### config.mk
export PLATFORM = sky130hd
export DESIGN_NAME = dmem_arbiter_flat
export DESIGN_NICKNAME = d
export VERILOG_FILES = /design/src/rtl/mem_pkg.sv /design/src/rtl/dmem_arbiter_if.sv /design/src/rtl/rr_arbiter2.sv /design/src/rtl/dmem_arbiter.sv /design/src/flat_wrapper.sv
export SDC_FILE = /design/constraint.sdc
export NUM_CORES = 1
export LEC_CHECK = 0
export ABC_AREA = 1
export BUFFER_PORTS_ARGS = -buffer_cell sky130_fd_sc_hd__buf_2
export CAP_MARGIN = 40
export CORE_AREA = 5 5 115 117
export CTS_CLUSTER_DIAMETER = 150
export DETAILED_ROUTE_END_ITERATION = 7
export DIE_AREA = 0 0 120 122
export PLACE_DENSITY = 0.74
export SYNTH_ARGS = -nofsm -noshare
export SYNTH_HDL_FRONTEND = slang
export SYNTH_SLANG_ARGS = --single-unit
### constraint.sdc
create_clock -name clk -period 1.5 [get_ports clk]
set_input_delay 0.225 -clock clk [delete_from_list [all_inputs] [get_ports clk]]
set_output_delay 0.225 -clock clk [all_outputs]
set_load 0.01 [all_outputs]
### src/rtl/mem_pkg.sv
// Shared types and port indices for the data-memory arbiter.
package mem_pkg;

    typedef enum logic [1:0] {
        IDLE  = 2'd0,
        LOCK0 = 2'd1,
        LOCK1 = 2'd2
    } arb_state_t;

    localparam int PORT_CPU = 0;
    localparam int PORT_DMA = 1;

endpackage

### src/rtl/dmem_arbiter_if.sv
// One requester channel of the data-memory arbiter: request handshake plus registered response.
// Handshake: a beat transfers in the cycle where valid && ready; the requester holds valid and payload until then.
interface dmem_arbiter_if #(
    parameter int DATA_WIDTH = 32
);
    logic                  valid;
    logic                  we;
    logic [DATA_WIDTH-1:0] addr;
    logic [DATA_WIDTH-1:0] wdata;
    logic                  lock;
    logic                  ready;
    logic                  rsp_valid;
    logic [DATA_WIDTH-1:0] rsp_rdata;

    modport master (
        output valid, we, addr, wdata, lock,
        input  ready, rsp_valid, rsp_rdata
    );

    modport slave (
        input  valid, we, addr, wdata, lock,
        output ready, rsp_valid, rsp_rdata
    );
endinterface

### src/rtl/rr_arbiter2.sv
// Two-input combinational round-robin grant; ptr_i names the preferred port on contention.
module rr_arbiter2 (
    input  logic [1:0] valid_i,
    input  logic       ptr_i,
    output logic [1:0] grant_o
);

    always_comb begin
        grant_o = valid_i;
        if (valid_i == 2'b11) begin
            grant_o = ptr_i ? 2'b10 : 2'b01;
        end
    end

endmodule

### src/rtl/dmem_arbiter.sv
// Shares the single-port data memory between the CPU (port 0) and DMA (port 1) with
// round-robin fairness, bounded burst locking and a registered one-cycle response.
module dmem_arbiter
    import mem_pkg::*;
#(
    parameter int DATA_WIDTH = 32,
    parameter int LOCK_MAX   = 4,
    localparam int CNT_W     = $clog2(LOCK_MAX + 1)
) (
    input  logic                  clk,
    input  logic                  rst,
    dmem_arbiter_if.slave         req0,
    dmem_arbiter_if.slave         req1,
    output logic                  mem_wr_en,
    output logic [DATA_WIDTH-1:0] mem_addr,
    output logic [DATA_WIDTH-1:0] mem_wdata,
    input  logic [DATA_WIDTH-1:0] mem_rdata,
    output arb_state_t            dbg_state_o,
    output logic                  dbg_rr_ptr_o,
    output logic [CNT_W-1:0]      dbg_beat_cnt_o
);

    localparam logic [CNT_W-1:0] CNT_MAX = CNT_W'(LOCK_MAX);

    arb_state_t            state_q, state_d;
    logic                  rr_ptr_q, rr_ptr_d;
    logic [CNT_W-1:0]      beat_cnt_q, beat_cnt_d, cnt_inc;
    logic [1:0]            valid, lock, we, idle_gnt, gnt;
    logic [1:0]            rsp_valid_q;
    logic [DATA_WIDTH-1:0] rsp0_rdata_q, rsp1_rdata_q;

    assign valid = {req1.valid, req0.valid};
    assign lock  = {req1.lock,  req0.lock};
    assign we    = {req1.we,    req0.we};

    rr_arbiter2 u_rr (
        .valid_i (valid),
        .ptr_i   (rr_ptr_q),
        .grant_o (idle_gnt)
    );

    assign cnt_inc = (beat_cnt_q == CNT_MAX) ? beat_cnt_q : beat_cnt_q + 1'b1;

    always_comb begin
        state_d    = state_q;
        rr_ptr_d   = rr_ptr_q;
        beat_cnt_d = beat_cnt_q;
        gnt        = 2'b00;
        unique case (state_q)
            IDLE: begin
                gnt        = idle_gnt;
                beat_cnt_d = '0;
                if (gnt != 2'b00) begin
                    rr_ptr_d = gnt[PORT_CPU];
                    // A single-beat limit makes locking meaningless, so never enter a lock state.
                    if (((gnt & lock) != 2'b00) && (LOCK_MAX > 1)) begin
                        state_d    = gnt[PORT_CPU] ? LOCK0 : LOCK1;
                        beat_cnt_d = CNT_W'(1);
                    end
                end
            end
            LOCK0: begin
                gnt[PORT_CPU] = valid[PORT_CPU];
                if (valid[PORT_CPU]) begin
                    beat_cnt_d = cnt_inc;
                    rr_ptr_d   = 1'b1;
                    if (!lock[PORT_CPU] || cnt_inc == CNT_MAX) state_d = IDLE;
                end else begin
                    state_d    = IDLE;
                    beat_cnt_d = '0;
                end
            end
            LOCK1: begin
                gnt[PORT_DMA] = valid[PORT_DMA];
                if (valid[PORT_DMA]) begin
                    beat_cnt_d = cnt_inc;
                    rr_ptr_d   = 1'b0;
                    if (!lock[PORT_DMA] || cnt_inc == CNT_MAX) state_d = IDLE;
                end else begin
                    state_d    = IDLE;
                    beat_cnt_d = '0;
                end
            end
            default: state_d = IDLE;
        endcase
        if (rst) gnt = 2'b00;
    end

    always_comb begin
        mem_wr_en = 1'b0;
        mem_addr  = '0;
        mem_wdata = '0;
        if (gnt[PORT_CPU]) begin
            mem_wr_en = req0.we;
            mem_addr  = req0.addr;
            mem_wdata = req0.wdata;
        end else if (gnt[PORT_DMA]) begin
            mem_wr_en = req1.we;
            mem_addr  = req1.addr;
            mem_wdata = req1.wdata;
        end
    end

    always_ff @(posedge clk) begin
        if (rst) begin
            state_q      <= IDLE;
            rr_ptr_q     <= 1'b0;
            beat_cnt_q   <= '0;
            rsp_valid_q  <= 2'b00;
            rsp0_rdata_q <= '0;
            rsp1_rdata_q <= '0;
        end else begin
            state_q     <= state_d;
            rr_ptr_q    <= rr_ptr_d;
            beat_cnt_q  <= beat_cnt_d;
            rsp_valid_q <= gnt;
            if (gnt[PORT_CPU]) rsp0_rdata_q <= we[PORT_CPU] ? '0 : mem_rdata;
            if (gnt[PORT_DMA]) rsp1_rdata_q <= we[PORT_DMA] ? '0 : mem_rdata;
        end
    end

    assign req0.ready     = gnt[PORT_CPU];
    assign req1.ready     = gnt[PORT_DMA];
    assign req0.rsp_valid = rsp_valid_q[PORT_CPU];
    assign req1.rsp_valid = rsp_valid_q[PORT_DMA];
    assign req0.rsp_rdata = rsp0_rdata_q;
    assign req1.rsp_rdata = rsp1_rdata_q;

    assign dbg_state_o    = state_q;
    assign dbg_rr_ptr_o   = rr_ptr_q;
    assign dbg_beat_cnt_o = beat_cnt_q;

endmodule

### src/flat_wrapper.sv
// flat-port wrapper written by rule: the top's interface ports become plain ports
module dmem_arbiter_flat import mem_pkg::*;
#(
    parameter int DATA_WIDTH = 32,
    parameter int LOCK_MAX   = 4,
    localparam int CNT_W     = $clog2(LOCK_MAX + 1)
)
  (clk, rst, mem_wr_en, mem_addr, mem_wdata, mem_rdata, dbg_state_o, dbg_rr_ptr_o, dbg_beat_cnt_o, req0_valid, req0_we, req0_addr, req0_wdata, req0_lock, req0_ready, req0_rsp_valid, req0_rsp_rdata, req1_valid, req1_we, req1_addr, req1_wdata, req1_lock, req1_ready, req1_rsp_valid, req1_rsp_rdata);
  dmem_arbiter_if #(.DATA_WIDTH(DATA_WIDTH)) req0_i ();
  dmem_arbiter_if #(.DATA_WIDTH(DATA_WIDTH)) req1_i ();
  input  logic clk;
  input  logic rst;
  output logic mem_wr_en;
  output logic [DATA_WIDTH-1:0] mem_addr;
  output logic [DATA_WIDTH-1:0] mem_wdata;
  input  logic [DATA_WIDTH-1:0] mem_rdata;
  output arb_state_t dbg_state_o;
  output logic dbg_rr_ptr_o;
  output logic [CNT_W-1:0] dbg_beat_cnt_o;
  input wire logic [$bits(req0_i.valid)-1:0] req0_valid;
  input wire logic [$bits(req0_i.we)-1:0] req0_we;
  input wire logic [$bits(req0_i.addr)-1:0] req0_addr;
  input wire logic [$bits(req0_i.wdata)-1:0] req0_wdata;
  input wire logic [$bits(req0_i.lock)-1:0] req0_lock;
  output wire logic [$bits(req0_i.ready)-1:0] req0_ready;
  output wire logic [$bits(req0_i.rsp_valid)-1:0] req0_rsp_valid;
  output wire logic [$bits(req0_i.rsp_rdata)-1:0] req0_rsp_rdata;
  input wire logic [$bits(req1_i.valid)-1:0] req1_valid;
  input wire logic [$bits(req1_i.we)-1:0] req1_we;
  input wire logic [$bits(req1_i.addr)-1:0] req1_addr;
  input wire logic [$bits(req1_i.wdata)-1:0] req1_wdata;
  input wire logic [$bits(req1_i.lock)-1:0] req1_lock;
  output wire logic [$bits(req1_i.ready)-1:0] req1_ready;
  output wire logic [$bits(req1_i.rsp_valid)-1:0] req1_rsp_valid;
  output wire logic [$bits(req1_i.rsp_rdata)-1:0] req1_rsp_rdata;
  assign req0_i.valid = req0_valid;
  assign req0_i.we = req0_we;
  assign req0_i.addr = req0_addr;
  assign req0_i.wdata = req0_wdata;
  assign req0_i.lock = req0_lock;
  assign req0_ready = req0_i.ready;
  assign req0_rsp_valid = req0_i.rsp_valid;
  assign req0_rsp_rdata = req0_i.rsp_rdata;
  assign req1_i.valid = req1_valid;
  assign req1_i.we = req1_we;
  assign req1_i.addr = req1_addr;
  assign req1_i.wdata = req1_wdata;
  assign req1_i.lock = req1_lock;
  assign req1_ready = req1_i.ready;
  assign req1_rsp_valid = req1_i.rsp_valid;
  assign req1_rsp_rdata = req1_i.rsp_rdata;
  dmem_arbiter #(.DATA_WIDTH(DATA_WIDTH), .LOCK_MAX(LOCK_MAX)) u_core (.clk(clk), .rst(rst), .req0(req0_i), .req1(req1_i), .mem_wr_en(mem_wr_en), .mem_addr(mem_addr), .mem_wdata(mem_wdata), .mem_rdata(mem_rdata), .dbg_state_o(dbg_state_o), .dbg_rr_ptr_o(dbg_rr_ptr_o), .dbg_beat_cnt_o(dbg_beat_cnt_o));
endmodule
Yosys cells after proc, flatten, opt, wreduce, memory -nomap -nowiden
Index checks and enable logic that the tools add are counted.
{"block": "totals", "reg_bits": 72, "inputBits": 168, "output_inout_bits": 139, "wordCells": 60}
{"block": "op_classes", "n_addsub": 1, "n_eq_ne": 11, "n_mux": 31, "bitwise_logic": 1, "n_reduce_logical": 10}
{"operator": "32-bit two-way mux", "count": 6}
{"operator": "2-bit two-way mux", "count": 10}
{"operator": "3-bit two-way mux", "count": 4}
{"operator": "3-bit case mux with 3 select lines", "count": 1}
{"operator": "4-bit AND reduction", "count": 2}
{"operator": "3-bit equality test, second input constant", "count": 2}
{"operator": "1-bit two-way mux", "count": 6}
{"operator": "3-bit by 2-bit inequality test with 1-bit output, second input constant", "count": 2}
{"operator": "2-bit case mux with 3 select lines", "count": 1}
{"operator": "2-bit equality test, second input constant", "count": 2}
{"operator": "2-bit by 1-bit inequality test with 1-bit output, second input constant", "count": 2}
{"operator": "2-bit inequality test, second input constant", "count": 2}
{"operator": "1-bit case mux with 2 select lines", "count": 2}
{"operator": "2-bit nonzero test", "count": 2}
{"operator": "3-bit by 1-bit adder with 3-bit output, second input constant", "count": 1}
{"operator": "1-bit case mux with 3 select lines", "count": 1}
{"operator": "3-bit nonzero test", "count": 1}
{"operator": "2-bit AND", "count": 1}
{"operator": "2-bit by 1-bit equality test with 1-bit output, second input constant", "count": 1}
{"operator": "1-bit zero test", "count": 2}
{"operator": "2-bit zero test", "count": 1}
{"operator": "1-bit logical OR", "count": 2}

Depth between registers and ports, before layout
{"block": "depth", "word_depth": 7, "mapped_depth": 11, "depth_no_buf": 11}

Hierarchy
Synthesis repeated with hierarchy kept, for this count alone.
{"block": "unflattened", "hier_cells": 589, "area_unflattened_um2": 3782.4}
{"mod": "dmem_arbiter", "n_inst": 1, "cells_per_inst": 584, "area_per_inst_um2": 3761.1}
{"mod": "rr_arbiter2", "n_inst": 1, "cells_per_inst": 5, "area_per_inst_um2": 21.3}

Worst setup path before layout
OpenSTA, ideal clock, no wires.
{"block": "synth_path", "path_kind": "register -> output", "start": "reg u_core.state_q[1], in the netlist u_core.dbg_state_o[1]", "end": "out mem_addr[12]", "arrival_ns": 1.581, "setup_slack_ns": -0.306, "stages_incl_launch_ff": 10, "cell_sequence": "dfxtp_1 inv_1 ha_1 nand2_1 nand2_1 nor2_2 buf_4 buf_6 nand2_1 nand2_1"}
{"block": "synth_between", "elab_chain_cells": 5}
{"element": "from (decl)", "line_no": "dmem_arbiter.sv:25", "source": "arb_state_t state_q, state_d;"}
{"element": "from (signal assigned)", "line_no": "dmem_arbiter.sv:113", "source": "state_q <= state_d;"}
{"element": "2-bit equality test / 2-bit zero test (equally long branches)", "line_no": "dmem_arbiter.sv:49", "source": "unique case (state_q)"}
{"element": "1-bit case mux with 2 select lines", "line_no": "dmem_arbiter.sv:49"}
{"element": "2-bit two-way mux (*)", "line_no": "dmem_arbiter.sv:86", "source": "if (rst) gnt = 2'b00;"}
{"element": "32-bit two-way mux", "line_no": "dmem_arbiter.sv:97", "source": "end else if (gnt[PORT_DMA]) begin"}
{"element": "32-bit two-way mux (*)", "line_no": "dmem_arbiter.sv:93", "source": "if (gnt[PORT_CPU]) begin"}
{"element": "to (decl)", "line_no": "flat_wrapper.sv:14", "source": "output logic [DATA_WIDTH-1:0] mem_addr;"}
Mark *: on every way between the ends. The rest lies on a longest branch, timed or not.

Worst setup path after layout
{"block": "layout_path", "start": "reg u_core.state_q[1], in the netlist u_core.dbg_state_o[1]", "end": "out mem_wdata[2]"}
{"block": "layout_between", "elab_chain_cells": 5}
{"element": "2-bit equality test / 2-bit zero test (equally long branches)", "line_no": "dmem_arbiter.sv:49"}
{"element": "1-bit case mux with 2 select lines", "line_no": "dmem_arbiter.sv:49"}
{"element": "2-bit two-way mux (*)", "line_no": "dmem_arbiter.sv:86"}
{"element": "32-bit two-way mux", "line_no": "dmem_arbiter.sv:97"}
{"element": "32-bit two-way mux (*)", "line_no": "dmem_arbiter.sv:93"}
{"element": "to (decl)", "line_no": "flat_wrapper.sv:15", "source": "output logic [DATA_WIDTH-1:0] mem_wdata;"}
Marks and branches as above.

==> flow_metrics.py <==
metrics = {
    "floorplanning": {
        "die_h_um": 122,
        "io_pins": 307,
        "num_rows": 41,
        "core_area_um2": 12260,
        "dieArea_um2": 14640,
        "die_w_um": 120,
        "start_util": 0.3013,
    },
    "yosys": {
        "yosys_warnings": 0,
        "synth_top_area_frac": 0.3902,
        "syn_avg_cell_area_um2": 6.325,
        "yosysTopAreaCell": "dfxtp_1",
        "yosysUniqueCellTypes": 21,
        "synth_fp_nets": 758,
        "synth.area.top_cells": "dfxtp_1, nand2_1, nand3_1",
        "yosysSeqAreaShare": 0.3902,
        "ys_ff_latch": 72,
        "synth_area_um2": 3694,
        "netlist_instances": 584,
    },
    "setup_path": {
        "crit_path_start_kind": "register",
        "required_ns": 1.27,
        "cp_num_buf_inv": 4,
        "path_cells": "inv_4, ha_4, nand2_2, nand2_2, nand2_4, nor2_4, buf_12, clkbuf_16, nand2_1, nand2_1, buf_2",
        "crit_family": "buffers and inverters",
        "crit_fanout": 9,
        "worstPathArrival_ns": 1.85,
        "cp_slowest_stage_delay_ns": 0.36,
        "slowest_stage": "dfxtp_4",
        "critPathKind": "register to output port",
        "setup.worst_path.end_class": "output port",
    },
    "power": {
        "switching_share": 0.3921,
        "power_switching_mw": 3.700,
        "ir_drop_v": 0.001022,
        "clkPwrFrac": 0.218,
        "pwr-share-seq": 0.260,
        "power_density_nw_per_um2": 1435,
        "p_comb_frac": 0.522,
        "p_leak_nw": 3.615,
        "p_int_mw": 5.736,
    },
    "clocking": {
        "clkSinkCount": 72,
        "root_buffer": "clkbuf_16",
        "cts_buffers": 9,
        "clk_latency_ns": 0.33,
        "htreeDepth": 3,
        "path_clk_slew_ns": 0.06,
        "tritoncts": "done",
        "hold_buffers": 0,
        "cts_max_path_buffers": 2,
    },
    "flow_run": {
        "cap_violations": 0,
    },
    "timing": {
        "post-route-min-period_ns": 2.074,
        "rsz0062_at_grt": "yes",
        "slew_headroom": 0.7749,
        "fin_setup_tns_ns": -37.28,
        "max_freq_ghz": 0.4821,
        "final.period_utilization": 1.383,
        "tightest_slew_ns": 0.3377,
        "hold_viol": 0,
        "setup_ws_ns": -0.5744,
        "clock_skew_ns": 0.006561,
        "finalSetupViolCount": 94,
        "drv_slew": 0,
    },
    "route": {
        "wl_per_cell_um": 17.54,
        "drt_drc_violations_left": 0,
        "wl_mm": 18.77,
        "vias_per_cell": 4.836,
        "drt_iter0_markers": 329,
        "num_vias": 5175,
        "ant_nets": 0,
        "firstDrtPassIters": 5,
    },
    "layout": {
        "drive_gt1_frac": 0.4924,
        "nFillCells": 1194,
        "multi_input_area_um2": 2247,
        "final_common_cell": "buf_2",
        "layout.nets": 1087,
        "final_cell_mix": "buf_2, nand2_1, nand3_1, dfxtp_1, o21ai_0",
        "final_area_um2": 6576,
        "register_area_um2": 1453,
        "area_growth_pct": 78.05,
    },
    "global_routing": {
        "grt_antenna_before_repair": 3,
        "overflow": 0,
        "grt_pass1_wl_mm": 25.00,
        "grt_max_degree": 69,
        "track_usage": 0.2195,
        "grt_pass1_vias": 4634,
    },
    "place": {
        "placed_area_um2": 5554,
        "routabilityCongestion": 0.9283,
        "portBuffers": 306,
        "hpwlAfterDp_mm": 13.04,
    },
    "run_status": {
        "failed_checks": "negative setup slack",
        "outcome": "finished, violations left",
    },
    "worst_hold_path": {
        "min_path_type": "input port to register",
    },
}
path summary, 6_finish.rpt:
kind,start,to,slack (ns),cells after the start
worst max register to register,u_core.dbg_state_o[1]$_SDFFE_PP0P_,u_core.req0.rsp_rdata[28]$_SDFFE_PP0P_,-0.11,9
worst min-delay path,mem_rdata[14],u_core.req0.rsp_rdata[14]$_SDFFE_PP0P_,0.14,3
worst max-delay path,u_core.dbg_state_o[1]$_SDFFE_PP0P_,mem_wdata[2],-0.57,11
worst min register to register,u_core.req0.rsp_rdata[2]$_SDFFE_PP0P_,u_core.req0.rsp_rdata[2]$_SDFFE_PP0P_,0.47,2
cell usage after synthesis:
cell type and n:
nor2_2 1, buf_4 4, inv_1 15, o21ai_0 66, a21oi_1 7, ha_1 6, buf_2 8, inv_2 2
buf_1 1, nand2_1 287, nor3_1 2, clkbuf_1 21, mux2_2 1, nand3_1 71, dfxtp_1 72, a21oi_4 1
nand2_2 2, nor2_1 10, clkinv_1 1, buf_6 5, a21oi_2 1
kinds of logic (layout without fill, tap and decap cells):
logic type / after synthesis / in the layout / synth area share
other: 0 / 2 / 0
DFF: 72 / 72 / 0.3902
AOI/OAI and AO/OA: 75 / 75 / 0.1057
adders and majority gates: 6 / 6 / 0.02032
muxes: 1 / 1 / 0.003049
buffers and inverters: 57 / 391 / 0.07486
and+or+nand+nor: 373 / 373 / 0.4058
power by group through the flow:
| stage | clock network, mW | logic [mW] | registers, mW |
|---|---|---|---|
| 3_3_place_gp | 0 | 3.86 | 2.48 |
| 6_report | 2.05 | 4.93 | 2.45 |
| 4_1_cts | 2.09 | 4.21 | 2.45 |
| 3_5_place_dp | 0 | 3.86 | 2.48 |
| 5_1_grt | 2.17 | 5.30 | 2.50 |
| 2_1_floorplan | 0 | 1.97 | 2.64 |
timing repair:
| action | CTS | global route |
|---|---|---|
| setup endpoints to repair | 89 | 127 |
| pin swaps | 1 | 36 |
| gates cloned | 2 | 9 |
| gates resized for setup | 23 | 106 |
| setup buffers | 7 | 8 |
| hold endpoints to repair | 0 | 0 |
through the flow:
step | worst slack (ns) | util | instances | total power, mW | hold WS (ns)
2_1_floorplan | -0.05213 | - | 584 | 4.607 | 0.2941
3_3_place_gp | -0.2614 | 0.4530 | 1030 | 6.335 | 0.4515
3_5_place_dp | -0.2751 | 0.4530 | 1030 | 6.349 | 0.4560
4_1_cts | -0.5682 | 0.4914 | 1053 | 8.748 | 0.1227
5_1_grt | -0.6417 | 0.5364 | 1070 | 9.967 | 0.1354
6_report | -0.5744 | 0.5364 | 1070 | 9.436 | 0.1359
routing by layer:
| metal | up-vias | wire [µm] | track usage |
|---|---|---|---|
| met5 | - | 12 | 0 |
| met4 | 2 | 510 | 0.07158 |
| met3 | 41 | 1668 | 0.06825 |
| met2 | 261 | 9852 | 0.3934 |
| met1 | 2349 | 6727 | 0.2482 |
| li1 | 2522 | - | - |
flip-flops by register name (all words and copies together), names as in the netlist:
register,flops
u_core.req1.rsp_rdata,32
u_core.dbg_beat_cnt_o,3
u_core.dbg_rr_ptr_o,1
u_core.req0.rsp_rdata,32
u_core.dbg_state_o,2
u_core.rsp_valid_q,2
tightest hold or removal path, cell delays in order:
cell and delay, ns:
buf_2 0.09, nand3_1 0.06, o21ai_0 0.06
area by class of cell:
class	instances	area share
antenna	2	0.0007610
multi-input combinational	455	0.3417
sequential	72	0.2209
clock buffer	12	0.04053
timing repair buffer	357	0.3525
inverter	18	0.01104
tap	150	0.02854
clock inverter	4	0.003995
Power figures use the tool's default switching activity.
